**src/rtl/cpu_defs_pkg.sv**
```systemverilog
// cpu_defs_pkg: shared CPU definitions.
//   - Opcode constants for the R-format ALU group, mul/div, nop and halt.
//   - Control-unit state encoding (state_e).
//   - Helpers that classify an opcode into its execute-sequence group.
// Ports: none (package).
package cpu_defs_pkg;

   localparam logic [4:0] OP_ADD  = 5'd3;
   localparam logic [4:0] OP_SUB  = 5'd4;
   localparam logic [4:0] OP_AND  = 5'd5;
   localparam logic [4:0] OP_OR   = 5'd6;
   localparam logic [4:0] OP_SHR  = 5'd7;
   localparam logic [4:0] OP_SHRA = 5'd8;
   localparam logic [4:0] OP_SHL  = 5'd9;
   localparam logic [4:0] OP_ROR  = 5'd10;
   localparam logic [4:0] OP_ROL  = 5'd11;
   localparam logic [4:0] OP_MUL  = 5'd15;
   localparam logic [4:0] OP_DIV  = 5'd16;
   localparam logic [4:0] OP_NOP  = 5'd26;
   localparam logic [4:0] OP_HALT = 5'd27;

   typedef enum logic [3:0] {
      ST_RST  = 4'd0,
      ST_T0   = 4'd1,
      ST_T1   = 4'd2,
      ST_T2   = 4'd3,
      ST_T3   = 4'd4,
      ST_T4   = 4'd5,
      ST_T5   = 4'd6,
      ST_T6   = 4'd7,
      ST_HALT = 4'd8
   } state_e;

   // add..rol form one contiguous opcode range sharing a three-step execute.
   function automatic logic is_rfmt(input logic [4:0] op);
      return (op >= OP_ADD) && (op <= OP_ROL);
   endfunction

   function automatic logic is_muldiv(input logic [4:0] op);
      return (op == OP_MUL) || (op == OP_DIV);
   endfunction

endpackage

```
**src/rtl/reg_decode_4to16.sv**
```systemverilog
// reg_decode_4to16: register index to one-hot enable decoder.
// Ports:
//   idx_i    in  4   register index R0..R15
//   en_i     in  1   output is all-zero when low
//   onehot_o out 16  one-hot select, bit idx_i set when enabled
module reg_decode_4to16 (
   input  logic [3:0]  idx_i,
   input  logic        en_i,
   output logic [15:0] onehot_o
);

   assign onehot_o = en_i ? (16'h0001 << idx_i) : 16'h0000;

endmodule

```
**src/rtl/control_unit.sv**
```systemverilog
// control_unit: multi-cycle CPU sequencer (fetch T0..T2, execute T3..T6).
// Ports:
//   clk, reset         clock and synchronous active-high reset
//   ir[31:0]           instruction register contents from the datapath
//   PCout..HI_enable   1-bit datapath strobes
//   op_code[4:0]       ALU operation select, non-zero only in T4
//   r_in/r_out[15:0]   register-file load / bus-drive enables
//   run                high in T0..T6
//   illegal_op         one-cycle pulse in T3 on an unsupported opcode
// Outputs are a Moore decode of the state register and the current ir.
module control_unit
   import cpu_defs_pkg::*;
(
   input  logic        clk,
   input  logic        reset,
   input  logic [31:0] ir,
   output logic        PCout,
   output logic        PCin,
   output logic        IncPC,
   output logic        MARin,
   output logic        MDR_read,
   output logic        MDRin,
   output logic        MDRout,
   output logic        IRin,
   output logic        Yin,
   output logic        Zlow_enable,
   output logic        Zhigh_enable,
   output logic        Zlowout,
   output logic        Zhighout,
   output logic        LO_enable,
   output logic        HI_enable,
   output logic [4:0]  op_code,
   output logic [15:0] r_in,
   output logic [15:0] r_out,
   output logic        run,
   output logic        illegal_op
);

   state_e     state_q, state_d;
   logic [4:0] opcode;
   logic [3:0] ra, rb, rc;
   logic       rfmt, muldiv;
   logic [3:0] rout_idx;
   logic       rout_en, rin_en;
   logic       unused_ir;

   assign opcode    = ir[31:27];
   assign ra        = ir[26:23];
   assign rb        = ir[22:19];
   assign rc        = ir[18:15];
   assign unused_ir = ^ir[14:0];
   assign rfmt      = is_rfmt(opcode);
   assign muldiv    = is_muldiv(opcode);

   always_ff @(posedge clk) begin
      if (reset) state_q <= ST_RST;
      else       state_q <= state_d;
   end

   // Reset is also folded in here so the next-state value alone tells
   // where the machine goes; undefined encodings fall back to RST.
   always_comb begin
      state_d = ST_RST;
      case (state_q)
         ST_RST:  state_d = ST_T0;
         ST_T0:   state_d = ST_T1;
         ST_T1:   state_d = ST_T2;
         ST_T2:   state_d = ST_T3;
         ST_T3: begin
            if (rfmt || muldiv)        state_d = ST_T4;
            else if (opcode == OP_HALT) state_d = ST_HALT;
            else                        state_d = ST_T0;
         end
         ST_T4:   state_d = ST_T5;
         ST_T5:   state_d = muldiv ? ST_T6 : ST_T0;
         ST_T6:   state_d = ST_T0;
         ST_HALT: state_d = ST_HALT;
         default: state_d = ST_RST;
      endcase
      if (reset) state_d = ST_RST;
   end

   always_comb begin
      PCout = 1'b0; PCin = 1'b0; IncPC = 1'b0; MARin = 1'b0;
      MDR_read = 1'b0; MDRin = 1'b0; MDRout = 1'b0; IRin = 1'b0;
      Yin = 1'b0; Zlow_enable = 1'b0; Zhigh_enable = 1'b0;
      Zlowout = 1'b0; Zhighout = 1'b0; LO_enable = 1'b0; HI_enable = 1'b0;
      op_code = 5'd0; run = 1'b0; illegal_op = 1'b0;
      rout_idx = 4'd0; rout_en = 1'b0; rin_en = 1'b0;
      case (state_q)
         ST_T0: begin
            run = 1'b1; PCout = 1'b1; MARin = 1'b1; IncPC = 1'b1; Zlow_enable = 1'b1;
         end
         ST_T1: begin
            run = 1'b1; Zlowout = 1'b1; PCin = 1'b1; MDR_read = 1'b1; MDRin = 1'b1;
         end
         ST_T2: begin
            run = 1'b1; MDRout = 1'b1; IRin = 1'b1;
         end
         ST_T3: begin
            run = 1'b1;
            // mul/div put ra on the bus first; R-format uses rb.
            if (rfmt) begin
               rout_idx = rb; rout_en = 1'b1; Yin = 1'b1;
            end else if (muldiv) begin
               rout_idx = ra; rout_en = 1'b1; Yin = 1'b1;
            end else if ((opcode != OP_NOP) && (opcode != OP_HALT)) begin
               illegal_op = 1'b1;
            end
         end
         ST_T4: begin
            run = 1'b1;
            if (rfmt) begin
               rout_idx = rc; rout_en = 1'b1; op_code = opcode; Zlow_enable = 1'b1;
            end else if (muldiv) begin
               rout_idx = rb; rout_en = 1'b1; op_code = opcode;
               Zlow_enable = 1'b1; Zhigh_enable = 1'b1;
            end
         end
         ST_T5: begin
            run = 1'b1;
            if (rfmt) begin
               Zlowout = 1'b1; rin_en = 1'b1;
            end else if (muldiv) begin
               Zlowout = 1'b1; LO_enable = 1'b1;
            end
         end
         ST_T6: begin
            run = 1'b1; Zhighout = 1'b1; HI_enable = 1'b1;
         end
         default: ;
      endcase
   end

   reg_decode_4to16 u_rin_dec (
      .idx_i    (ra),
      .en_i     (rin_en),
      .onehot_o (r_in)
   );

   reg_decode_4to16 u_rout_dec (
      .idx_i    (rout_idx),
      .en_i     (rout_en),
      .onehot_o (r_out)
   );

endmodule

```
**config.mk**
```make
export PLATFORM = sky130hd
export DESIGN_NAME = control_unit
export DESIGN_NICKNAME = d
export VERILOG_FILES = /design/src/rtl/cpu_defs_pkg.sv /design/src/rtl/reg_decode_4to16.sv /design/src/rtl/control_unit.sv
export SDC_FILE = /design/constraint.sdc
export NUM_CORES = 1
export LEC_CHECK = 0
export BUFFER_PORTS_ARGS = -buffer_cell sky130_fd_sc_hd__buf_2
export CAP_MARGIN = 30
export CORE_MARGIN = 2
export CORE_UTILIZATION = 35
export DETAILED_ROUTE_END_ITERATION = 10
export PLACE_DENSITY = 0.78
export SETUP_SLACK_MARGIN = 0.4
export SLEW_MARGIN = 30
export SYNTH_ARGS = -nofsm -noshare
export SYNTH_HDL_FRONTEND = slang
export SYNTH_HIERARCHICAL = 1
export SYNTH_SLANG_ARGS = --single-unit
```
**constraint.sdc**
```tcl
create_clock -name clk -period 2.9 [get_ports clk]
set_clock_uncertainty 0.05 [all_clocks]
set_input_delay 0.145 -clock clk [delete_from_list [all_inputs] [get_ports clk]]
set_output_delay 0.145 -clock clk [all_outputs]
set_load 0.03 [all_outputs]
```
**Yosys cells after proc, flatten, opt, wreduce, memory -nomap -nowiden**

Index checks and enable logic that the tools add are counted.

- Order comparisons: 2
- Equal/unequal tests: 13
- Shift-type cells: 2
- Multiplexer cells: 34
- Reduce and logical (&&, ||, !) cells: 8

Operators with widths:

| operator | number |
|---|---|
| two-way mux 16 bit | 2 |
| one-hot mux 4 bit (8 select lines) | 1 |
| left shift 1 x 4 -> 16 bit, first input constant | 2 |
| two-way mux 4 bit | 6 |
| two-way mux 1 bit | 18 |
| equality test 4 x 3 -> 1 bit, second input constant | 4 |
| two-way mux 5 bit | 3 |
| equality test 5 bit, second input constant | 2 |
| != test 5 bit, second input constant | 2 |
| equality test 4 x 2 -> 1 bit, second input constant | 2 |
| one-hot mux 4 bit (2 select lines) | 1 |
| OR reduction 7 bit | 1 |
| equality test 5 x 4 -> 1 bit, second input constant | 1 |
| greater-or-equal comparator 5 x 2 -> 1 bit, second input constant | 1 |
| less-or-equal comparator 5 x 4 -> 1 bit, second input constant | 1 |
| equality test 4 x 1 -> 1 bit, second input constant | 1 |
| equality test 4 bit, second input constant | 1 |
| logical NOT 4 bit | 1 |
| one-hot mux 1 bit (2 select lines) | 2 |
| OR reduction 2 bit | 2 |
| two-way mux 3 bit | 1 |
| logical AND 1 bit | 2 |
| logical OR 1 bit | 2 |

- Bits in registers: 4
- Output and inout port bits: 54
- Word-level logic and storage cells: 60

**Depth between registers and ports, before layout**

Gate-level depths: netlist of the first run.

- Word-level depth: 7
- Mapped depth: 8

**By module**

The synthesis of the first run kept the hierarchy.

By module, submodules not included:

| module | times used | cells an instance | area each (µm²) | seq. area each (µm²) |
|---|---|---|---|---|
| control_unit | 1 | 83 | 598.1 | 80.1 |
| reg_decode_4to16 | 2 | 23 | 120.1 | 0.0 |

**Worst setup path after synthesis of the first run**

Ideal clock, no wire load.

- Kind: flip-flop to output port
- From: reg state_q[3]
- To: out illegal_op
- Arrival time: 2.618 ns
- Required time: 2.705 ns
- Path slack: 0.087 ns
- Stages on the path, launching flop included: 6
- Path through: dfxtp_1 buf_2 nand2b_4 or3_1 clkbuf_1 a2111oi_0

- Cells in the longest elaborated chain, start to end: 2

Ends and longest elaborated chain:

| what | RTL line | text |
|---|---|---|
| start: declaration | control_unit.sv:39 | `state_e state_q, state_d;` |
| start signal: assignment | control_unit.sv:57 | `else state_q <= state_d;` |
| equality test 4 x 3 -> 1 bit | control_unit.sv:90 | `case (state_q)` |
| two-way mux 1 bit | control_unit.sv:90 |  |
| end: declaration | control_unit.sv:36 | `output logic illegal_op` |

Every way passes these cells.

**Final worst setup path of the first run**

- From: reg state_q[2]
- To: out r_out[0]

- Cells in the longest elaborated chain, start to end: 4

Ends and longest elaborated chain:

| what | RTL line | text |
|---|---|---|
| equality test 4 x 3 -> 1 bit | control_unit.sv:90 |  |
| one-hot mux 4 bit (2 select lines) * | control_unit.sv:90 |  |
| net rout_idx[1] | control_unit.sv:43 | `logic [3:0] rout_idx;` |
| left shift 1 x 4 -> 16 bit * | reg_decode_4to16.sv:12 | `assign onehot_o = en_i ? (16'h0001 << idx_i) : 16'h0000;` |
| two-way mux 16 bit * | reg_decode_4to16.sv:12 |  |
| end: declaration | control_unit.sv:34 | `output logic [15:0] r_out,` |

Mark *: on every way through the listed nets, which the timed path passes. The rest lies on a longest branch.

==> results of run 1 <==
[metrics by stage]
step / cell area [um2] / cells / power (W)
6_report: 1251 / 224 / 0.0002273
5_1_grt: 1251 / 224 / 0.0002416
4_1_cts: 1211 / 221 / 0.0002298
3_5_place_dp: 1176 / 218 / 0.0001575
3_3_place_gp: 1176 / 218 / 0.0001566
2_1_floorplan: 849.6 / 129 / 0.0001306
[routing by layer]
| metal | up-vias | share of wire [%] |
|---|---|---|
| met2 | 42 | 50 |
| met4 | 0 | 0 |
| met3 | 0 | 6.7 |
| met5 | - | 0 |
| met1 | 508 | 43 |
| li1 | 588 | - |
[where the power goes]
part	internal, W	switching, W
logic	0.0000333	0.0000619
registers	0.0000584	0.00000644
clock network	0.0000462	0.0000212
total	0.000138	0.0000895
[cell families (layout without fill, tap and decap cells)]
family	Yosys count	after routing	synth area share, %
AND/OR/NAND/NOR	90	90	58.81
AO/OA/AOI/OAI	20	20	20.30
buffers and inverters	14	81	9.999
flip-flops	4	4	9.553
multiplexers	1	1	1.343
[what timing repair did]
action	CTS	global route
pin swaps	0	2
gates resized for setup	4	8
setup endpoints to repair	16	16
buffers inserted	0	3
hold buffers	0	0
[layout by cell type (no fill, tap or decap), types with 4 or more instances in the layout]
master and count:
a21oi_1 6, nand2b_1 8, nor2_1 29, buf_2 71, clkbuf_4 4, nor3_2 5, nor3_1 12, nand2_1 5
buf_4 4, nand3b_1 4
[worst max-delay path, delay by kind of cell, from the launching register on]
family                 cells  cell delay, ns
AO/OA/AOI/OAI              2            0.50
buffers and inverters      1            0.20
flip-flops                 1            0.38
AND/OR/NAND/NOR            4            0.88
[cell type report]
class,instances,area [um2],share of cell area [%]
multi-input cells,111,709.4,56.70
repair buffers,76,392.9,31.40
flip-flops and latches,4,83.83,6.700
clock buffers,3,22.52,1.800
well taps,28,35.03,2.800
inverters,2,7.507,0.6000
[path summary, 6_finish.rpt]
kind / from / to / slack, ns / cells past startpoint
worst max-delay path: state_q[2] / r_out[0] / 0.50 / 7
worst min-delay path: reset / state_q[3] / 0.04 / 2
worst max register to register: state_q[1] / state_q[2] / 1.69 / 4
worst min register to register: state_q[0] / state_q[3] / 0.48 / 1
==> flow_results.org, run 1 <==
** Status
- The flow ran to the end, and the final reports show no timing, DRC or antenna violations.

** Clocking
- TritonCTS built the clock tree.
- CTS built an H-tree with a depth of 1.
- Clock tree synthesis inserted a total of 3 buffers.
- Clock latency on the worst-skew pair :: approximately 0.23 ns
- Worst-case clock buffer depth :: 2
- CTS root buf :: clkbuf_4
- Clock sinks :: 4
- Clk pin slew, worst setup/hold paths :: 0.04 ns

** Route
- The final layout contains routed wiring with a total length of about 2500 um.
- Iteration-0 DRC Markers :: 23
- Average wire length per cell after detail routing :: about 11 um
- For this block, the via count after detailed routing is about 1.1k.
- Once detail routing completed, the nets flagged for antenna violations numbered 0.
- Detailed-route DRC error count :: 0
- Average vias per placed instance :: 5.080
- Iteration count of the initial detailed-routing pass :: 4

** Logic synthesis
- Ys async rst share :: 0%
- Among all flip-flop cells after synthesis, the most frequent one is dfxtp_1.
- Syn Nets :: 163
- nor2_1 takes more of the synthesized area than any other cell.
- The synthesized design contains 0 enable-type register cells.
- A synthesized cell averages 6.498 um2.
- For this run, the number of Yosys warnings is 6.
- Share of Yosys cell area claimed by the top area cell type :: 13.43%
- Most common cell in the netlist :: nor2_1
- After synthesis the cells add up to 838.3 um2.
- Cell variety after synth :: 37
- Sequential cell area fraction in the yosys report :: a little under a tenth
- Top post-synthesis cells by count :: nor2_1, nor3_1, nand2b_1
- Sorting the synthesized cells by area gives the leading types as nor2_1, dfxtp_1, nor3_1.
- Flip-flop and latch count after synthesis :: 4
- In the synthesized netlist, the number of instances is 129.

** Setup path
- Cell-by-cell trace of the critical path :: nor2b_1 -> nand2_2 -> o22ai_4 -> a221o_1 -> or3b_4 -> nor3_2 -> clkbuf_4
- For the worst setup path, the data required time is 2.71 ns.
- Critical Path Slowest Stage Cell :: or3b_4
- Nature of the critical path endpoint :: primary output
- Biggest cell delay along the critical path :: ~0.44 ns
- For the worst setup path, the data arrival time is 2.21 ns.
- The critical path is of the reg2out type.
- Max Fanout on Critical Path :: 13
- The worst setup path is launched from a flip-flop.

** Global route
- Met3 Usage GRT :: 0.2825%
- The initial antenna violation count came to 0.
- Via count of the first global-routing pass :: between 900 and 1k
- Met2 capacity usage during global routing :: 29.58%
- For this run, global-route usage on met1 was measured as roughly 23%.
- The first global-routing pass estimated around 3800 um of wire.
- Summed over all layers, the global routing overflow is 0.
- met2 is the most crowded layer.
- Pin count of the biggest net entering global routing :: 14
- Total routing usage reported by global routing :: roughly 17%

** Min path
- In this run the worst hold path is classified as in2reg.

** STA
- Least-Margin Pin Slew :: a little under 0.4 ns
- Setup repair after global routing left no endpoint under its margin.
- Time the final worst path needs with I/O delays and setup :: roughly 2.4 ns
- Final hold violation count :: 0
- Headroom to the max-slew limit came out at 73.51%.
- Worst hold-check slack :: 0.03859 ns
- In the final timing run, aggregate negative setup slack is 0 ns.
- Setup violations remaining at the end of the flow were counted as 0.
- The worst path meets setup with 0.4998 ns of slack.
- Fmax :: 416.6 MHz
- Share of the cycle needed by the critical path after routing :: 82.77%
- The final max-slew violation count was 0.

** Power and ir drop
- The worst-case IR drop observed on VDD is around 0.18 mV.
- Dividing total power by cell area gives a power density of 181.7 mW/mm2.
- Leakage power of the design :: 0.6445 nW

** Placement
- HPWL after DPL :: 2029 um
- Routability-driven placement finished with a final weighted congestion of 0.8046.
- Number of port buffers :: between 70 and 80
- At the placement stage, the worst setup path has a slack of 0.3770 ns.

** Floorplan
- For this design the top-level I/O count stands at 88.
- Area enclosed by the die boundary :: 0.002803 mm2
- Once the floorplan was initialized, standard cells occupied 37.54% of the core.
- The floorplan has 17 rows.
- Die span in y :: 52.94 um
- Area of the core region :: between 0.002 and 0.0025 mm2
- Die Width :: 52.94 um

** Final layout
- Largest registers in the final layout :: state_q: 4 flops
- Cells with a size suffix above 1 make up 53.57% of the layout.
- Once layout is complete, the utilization of the core stands at a little under three fifths.
- Post-layout net count :: 232
- Number of flip-flops in the largest register :: 4
- More flip-flops sit in one register than any other, and that register is state_q.
- Final-layout fill cell count :: 239
- Antenna diode count :: 0
- The area growth from synthesis to layout is 49.25%.

** Flow run
- Reported max-cap violation count :: 0
(Power assumes the default switching activity.)
==> inputs of run 2 (changes only) <==
- CORE_UTILIZATION: 35 -> 32
- PLACE_DENSITY: 0.78 -> 0.75
- clock period: 2.9 -> 1.9 ns (I/O delays scaled with it)
==> flow_results.org, run 2 <==
** Logic synthesis
- After synthesis, the netlist uses 37 different library cells.
- After synthesis the cells add up to 838.3 um2.
- The synthesized netlist devotes 20.30% of its cell area to compound gates.
- The biggest area contributor in the post-synthesis netlist is nor2_1.
- In the synthesized netlist the async set-or-reset flop fraction comes to 0%.
- Post-synth EDFFs :: 0
- Summing the areas of all fa, ha and maj instances in the mapped netlist gives 0% of the synthesized area.
- In the synthesized netlist, mux cells make up 1.343% of the area.
- Sequential cell area fraction in the yosys report :: 9.552%
- Simple-gate share of the synthesized area :: 58.81%
- For this run, the leading register cell type out of synthesis is dfxtp_1.
- By area, the combinational part of the netlist is dominated by simple AND/OR/NAND/NOR gates.
- Synthesized netlist cell count :: 129
- Most common cell in the netlist :: nor2_1
- Share of the synthesized netlist area taken by xor and xnor gates :: 0%
- After synthesis the netlist holds a flip-flop and latch count of 4.
- Yosys printed 6 warnings.
- Post-Syn Area per Cell :: approximately 6.5 um2
- Top post-synthesis cells by count :: nor2_1, nor3_1, nand2b_1
- By area the synthesized netlist is led by nor2_1, dfxtp_1, nor3_1.
- Share of Yosys cell area claimed by the top area cell type :: between 10% and 20%
- Counting every net in the synthesized netlist gives 163.

** Floorplan
- After floorplanning, the core was divided into 18 placement rows.
- From left edge to right edge, the die measures 55.19 um.
- Starting utilization of the core area :: 33.84%
- Die span in y :: ~55 um
- During I/O placement, the number of pins put on the boundary was between 80 and 90.

** Status
- The run stopped with a tool error.
- Stop stage :: 5_1_grt
- The tool reported: "[ERROR DPL-0038] Utilization greater than 100%, impossible to legalize".

** Clocking
- Counting every sink on the clock net gives 4.
- Maximum level of the CTS H-tree :: 1
- The root buffer cell chosen for the clock tree is clkbuf_4.
- Counting along the longest clock path gives a buffer depth of 2.
- TritonCTS Buffers :: 3

** Placement
- Pre-CTS setup slack :: -0.3788 ns
- Placed cell areas :: 0.001703 mm2
- Global placer's final weighted congestion :: slightly below 0.9
- Number of port buffers :: 72
- HPWL after DPL :: a little under 3000 um

** STA
- Worst endpoint from the post-global-route timing repair :: r_out[2]
- After the last repair the worst path ends at an output port.

** Global route
- Entering global routing, the biggest net connects 10 pins.
run 2: cell counts after synthesis:
Identical to the previous run, type by type.
run 2: repair_timing:
action,4_1_cts
resized for setup,159
hold buffers,1
gates cloned,0
setup buffers,10
setup endpoints to repair,50
pin swaps,37
endpoints found under the hold margin,1
run 2: cells by family after synthesis:
family	after synthesis
multiplexers	1
buffers and inverters	14
flip-flops	4
AND/OR/NAND/NOR	90
AO/OA/AOI/OAI	20
run 2: stage by stage:
| stage | util [%] | hold WS (ns) | std cells |
|---|---|---|---|
| 2_1_floorplan | - | 0.1146 | 129 |
| 3_3_place_gp | 68.74 | 0.2198 | 254 |
| 3_5_place_dp | 68.74 | 0.2230 | 254 |
| 4_1_cts | 95.91 | 0.3804 | 268 |
==> inputs of run 3 (changes only) <==
- CORE_AREA: not set -> 2 2 63 65
- CORE_MARGIN: 2 -> not set
- CORE_UTILIZATION: 32 -> not set
- DIE_AREA: not set -> 0 0 65 67
- PLACE_DENSITY: 0.75 -> not set
- PLACE_DENSITY_LB_ADDON: not set -> 0.15
- SETUP_SLACK_MARGIN: 0.4 -> not set
- clock period: 1.9 -> 2.47 ns (I/O delays scaled with it)
==> flow_results.org, run 3 (synthesized netlist as in run 1, its figures left out) <==
** Status
- The flow ran to the end, and the final reports show no timing, DRC or antenna violations.

** Power and ir drop
- Comb pwr share :: 37.0%
- IR drop worst, VDD :: roughly 0.20 mV
- Power density relative to cell area :: 251.2 mW/mm2
- Clock network fraction of design power :: 41.1%
- Cell internal power was estimated by the tool at about 0.00022 W.
- Switch share :: 34.55%
- Sequential share of power :: 21.9%
- Leakage power of the design :: 0.6726 nW
- Switching power :: 0.0001140 W

** Floorplan
- The floorplan step defined a die boundary enclosing 0.004355 mm2.
- Starting utilization of the core area :: 23.25%
- Top-level port count :: 88
- The die is 65 um wide.
- The floorplan has 22 rows.
- Die span in y :: between 60 and 70 um
- The core region is around 0.0036 mm2.

** Route
- In this run, the number of DRC markers left after iteration 0 of detailed routing was 85.
- Via count :: 1,183
- In the routed layout, each cell is associated on average with a via count of 4.751.
- For this run, design rule violations remaining after detail routing come to 0.
- Summed over all layers, the routed wires come to 2856 um.
- Once detail routing completed, the nets flagged for antenna violations numbered 0.
- Iteration count of the initial detailed-routing pass :: 4
- After detailed routing, the average wire length per cell comes to about 11 um.

** Final layout
- Compared with the post-synthesis result, the final layout area differs by 56.72%.
- In the final layout, the registers with the most flip-flops are state_q: 4 flops.
- Total area of sequential cells :: 80.08 um2
- More flip-flops sit in one register than any other, and that register is state_q.
- For this run, the post-layout net count is 237.
- Number of flip-flops in the largest register :: 4
- Final-layout fill cell count :: 391
- Cells with a size suffix above 1 make up 50.75% of the layout.
- The library cell used most frequently in the layout, excluding fill and tap cells, is buf_2.
- Area used by multi-input combinational logic :: between 600 and 700 um2
- The repair_antennas step left the layout with diodes totalling 0.
- Share of the core filled with cells :: 36.43%
- In the layout the commonest cells are buf_2, nor2_1, nor3_1.

** Setup path
- By startpoint and endpoint, the worst setup path is classified as reg2out.
- For the worst setup path, the data arrival time is 2.16 ns.
- Of all nets on the critical path, the largest fanout is 6.
- The worst setup path is captured at a primary output.
- Required time of the critical path :: roughly 2.3 ns
- Startpoint types :: flip-flop

** STA
- Number of failing setup endpoints in the final timing report :: 0
- Fmax :: 428.5 MHz
- The worst path uses 94.48% of the clock period.
- The worst pin sits at a relative slew slack of 69.95%.
- At the pin with the least slew margin, the transition time is 0.4467 ns.
- The clock period could shrink to 2.334 ns.
- Max-slew violation count :: 0
- Setup repair after global routing left no endpoint under its margin.
- The count of endpoints failing hold in the final timing report was 0.
- Summed over all failing endpoints, the final setup total negative slack is 0 ns.

** Clocking
- CTS root buf :: clkbuf_8
- TritonCTS Buffers :: 3
- The clock passes through at most 2 buffers.
- Post-CTS repair timing setup buffer count :: 0
- The clock drives 4 sinks.
- CTS built an H-tree with a depth of 1.
- CTS Hold Bufs :: 0
- After clock tree synthesis, the repair step resized 0 gates.
- TritonCTS built the clock tree.
- Clock latency on the worst-skew pair :: around 0.21 ns
- After clock tree synthesis, the clock-pin slew on the worst setup and hold paths is 0.03 ns.

** Placement
- After legalization and detailed placement, the total HPWL measured 2480 um.
- Global placer's final weighted congestion :: roughly 0.79
- In this run the tool buffered the top-level ports with 72 buffer cells.

** Global route
- Number of antenna violations at the first check in global routing :: 0
- The first global-routing pass estimated about 4500 um of wire.
- Entering global routing, the biggest net connects 9 pins.
- The number of global-route vias before repair is 1,045.
- Global routing consumed, over all layers together, 12.84% of the routing resources.
- Global route overflow :: 0

** Flow run
- Reported max-cap violation count :: 0

** Min path
- Type of the most critical hold path :: in2reg
run 3: final cells by class:
type                    count  area share (%)
well taps                  48           4.571
inverters                   2          0.5714
repair buffers             81           32.57
clock buffers               3           3.143
flip-flops and latches      4           6.095
multi-input cells         111           53.05
run 3: final timing paths:
| path | slack, ns | end | from | cells past startpoint |
|---|---|---|---|---|
| hold reg to reg | 0.62 | state_q[3] | state_q[0] | 2 |
| setup / recovery | 0.14 | r_out[0] | state_q[2] | 7 |
| hold / removal | 0.05 | state_q[3] | reset | 2 |
| setup reg to reg | 1.16 | state_q[2] | state_q[1] | 5 |
run 3: routing by layer:
metal	track usage, %	wire (um)
met1	14.66	1188
met2	24.10	1468
met3	1.689	171
met4	4.787	28
met5	0	0
run 3: metrics by stage:
step                      worst slack [ns]  power [W]  instance area, um2  hold slack (ns)  std cells
final                               0.1363  0.0003300                1314          0.05075        249
after global routing              0.001358  0.0003501                1314          0.05727        249
after CTS                         0.005119  0.0003313                1303          0.04919        249
after detailed placement            0.1018  0.0001939                1261           0.2746        246
after global placement              0.1594  0.0001931                1261           0.2652        246
after floorplan                    0.02520  0.0001533               849.6           0.1506        129
run 3: worst max-delay path, cell delays in order (launching register included):
cell,delay [ns]
dfxtp_1,0.37
nor2b_1,0.18
nand2_2,0.14
o22ai_4,0.10
a221o_1,0.40
or3b_4,0.44
nor3_2,0.10
buf_2,0.21
run 3: power by group through the flow:
stage               Combinational, W  Sequential (W)  Clock (W)
floorplan                  0.0000836       0.0000697          0
global placement            0.000120       0.0000729          0
global route                0.000133       0.0000733   0.000144
CTS                         0.000122       0.0000721   0.000138
finish                      0.000122       0.0000723   0.000136
detailed placement          0.000121       0.0000729          0
==> inputs of run 4 (changes only) <==
- ABC_CLOCK_PERIOD_IN_PS: not set -> 2470
- PLACE_DENSITY: not set -> 0.66
- PLACE_DENSITY_LB_ADDON: 0.15 -> not set
==> flow_results.org, run 4 (synthesized netlist as in run 1, its figures left out) <==
** Placement
- Placed cell areas :: 0.001261 mm2
- Routability-driven placement finished with a final weighted congestion of 0.8355.
- Number of port buffers :: 72
- Cell count after placement :: ~250
- Detailed placement ended at an HPWL of 2400 um.

** STA
- Based on the critical path, the design can be clocked at up to 429.6 MHz.
- Of the available clock period, the critical path in the final layout requires about 94%.
- Setup violations remaining at the end of the flow were counted as 0.
- Time the final worst path needs with I/O delays and setup :: between 2 and 2.5 ns
- Headroom to the max-slew limit came out at 72.42%.
- Max-slew violation count :: 0
- Adding up every negative setup slack in the final design gives 0 ns.
- At the pin with the least slew margin, the transition time is 0.4106 ns.
- Setup repair after global routing left no endpoint under its margin.
- Final hold violation count :: 0

** Clocking
- TritonCTS Buffers :: 3
- Maximum level of the CTS H-tree :: 1
- TritonCTS built the clock tree.
- Clock sinks :: 4
- Clock latency on the worst-skew pair :: 0.21 ns
- Clock tree synthesis selected as its root buffer the cell clkbuf_8.
- Clk pin slew, worst setup/hold paths :: 0.03 ns
- Worst-case clock buffer depth :: 2
- CTS Hold Bufs :: 0

** Route
- Summed over all layers, the routed wires come to 2799 um.
- Post-DRT Antenna Nets :: 0
- In the final routed layout, each cell accounts on average for approximately 11 um.
- Iteration-0 DRC Markers :: 21
- The detailed router placed 1,178 vias in this run.
- Dividing the detail-routed via count by the number of cells gives 4.731.
- The pre-antenna-repair detailed-routing pass consisted of 4 iterations.
- Detailed-route DRC error count :: 0

** Global route
- Global-route wire length before repair :: 4450 um
- Via count of the first global-routing pass :: between 1k and 1.5k
- Entering global routing, the biggest net connects 9 pins.
- Number of antenna violations at the first check in global routing :: 0
- Total routing usage reported by global routing :: 12.60%
- Global route overflow :: 0

** Final layout
- Share of the core filled with cells :: between 30% and 40%
- In the final layout, the share of cells above drive strength 1 is between 50% and 60%.
- Most common cell after layout, fill and taps aside :: buf_2
- The top cell types in the final layout, fill and taps aside, are buf_2, nor2_1, nor3_1.
- Largest registers in the final layout :: state_q: 4 flops
- Antenna diode count :: 0
- Summing all non-filler instances in the final layout gives an area of about 0.0013 mm2.
- Excluding fillers, the count of instances in the completed layout stands at 249.
- Final-layout fill cell count :: 395
- Number of flip-flops in the largest register :: 4
- Area Growth Syn to Fin :: 57.16%
- The net count of the finished layout is about 240.
- Top reg by flops :: state_q

** Setup path
- Worst Path Arrival :: 2.15 ns
- Worst reg2reg path endpoint :: state_q[2]
- The worst register-to-register path begins at state_q[1].
- Across all register-to-register paths, the minimum setup slack is 1.19 ns.
- Worst reg2reg path depth :: 5
- Nature of the critical path endpoint :: primary output
- The worst setup path is launched from a flip-flop.
- Critical path start-end classification :: reg2out
- Max Fanout on Critical Path :: 8
- Required time of the critical path :: around 2.3 ns

** Floorplan
- Starting utilization of the core area :: 23.25%
- Area enclosed by the die boundary :: 0.004355 mm2
- The region available for standard cell placement spans between 0.003 and 0.004 mm2.
- The die is 67 um tall.
- After floorplanning, the core was divided into 22 placement rows.
- Top-level port count :: slightly below 90
- Measured along the x axis, the die boundary spans 65 um.

** Min path
- The path with the worst hold slack has its endpoint at state_q[3].
- Type of the most critical hold path :: in2reg
- Worst hold path depth :: 2
- HP Start :: reset

** Flow run
- Across the run, the number of max-cap violations was 0.

** Status
- The run finished with clean final reports.

** Power and ir drop
- Leakage power of the design :: 0.6751 nW
- Power density relative to cell area :: approximately 250 mW/mm2
- IR drop worst, VDD :: 0.2356 mV
==> run 4: cell counts in the layout (fill, tap and decap cells not counted) <==
Identical to the previous run, type by type.
==> run 4: worst max-delay path: stages (launching register included) <==
cell and delay [ns]:
dfxtp_1 0.32, buf_4 0.16, nor2b_1 0.07, nand2_2 0.13
o22ai_4 0.10, a221o_1 0.40, or3b_4 0.44, nor3_2 0.10
buf_2 0.21
==> run 4: layout make-up <==
cell class / count / area [um2] / share of cell area [%]
Multi-Input combinational cell: 111 / 699.4 / 53.09
Clock buffer: 3 / 41.29 / 3.134
Sequential cell: 4 / 81.33 / 6.173
Inverter: 2 / 7.507 / 0.5698
Timing Repair Buffer: 81 / 427.9 / 32.48
Tap cell: 48 / 60.06 / 4.558
==> run 4: worst max path at each step <==
stage                           from  endpoint  slack [ns]  cells past startpoint
after floorplan           state_q[3]  r_out[8]        0.03                      8
after global placement        ir[27]  r_out[6]        0.18                      8
after detailed placement      ir[27]  r_out[6]        0.16                      8
after CTS                 state_q[3]  r_out[0]        0.04                      7
after global routing          ir[27]  r_out[6]        0.02                      9
final                     state_q[3]  r_out[0]        0.14                      8
==> run 4: report_power, final <==
group | total [W] | leakage [nW] | internal [W] | switching (W)
registers | 0.0000715 | 0.0333 | 0.0000680 | 0.00000351
clock network | 0.000135 | 0.0216 | 0.000104 | 0.0000316
logic | 0.000122 | 0.620 | 0.0000438 | 0.0000779
total | 0.000328 | 0.675 | 0.000215 | 0.000113
==> run 4: timing repair <==
item                                    4_1_cts  5_1_grt
endpoints found under the setup margin        1       10
gates resized for setup                       1        4
buffers inserted                              0        0
pin swaps                                     0        0
hold endpoints to repair                      0        0
==> run 4: stage by stage <==
step	worst slack, ns	total power [W]	hold WS, ns
3_5_place_dp	0.1593	0.0001940	0.2644
6_report	0.1425	0.0003285	0.04342
4_1_cts	0.03702	0.0003329	0.03897
3_3_place_gp	0.1776	0.0001922	0.2522
2_1_floorplan	0.02520	0.0001533	0.1506
5_1_grt	0.01977	0.0003496	0.04346
==> run 4: metal layers <==
layer | vias up | part of all wire (%) | track usage, % | routed length [um]
li1 | 598 | - | - | -
met1 | 546 | 42 | 14.10 | 1169
met2 | 34 | 52 | 25.26 | 1456
met3 | 0 | 6.2 | 1.351 | 173
met4 | 0 | 0 | 2.660 | 0
met5 | - | 0 | 0 | 0
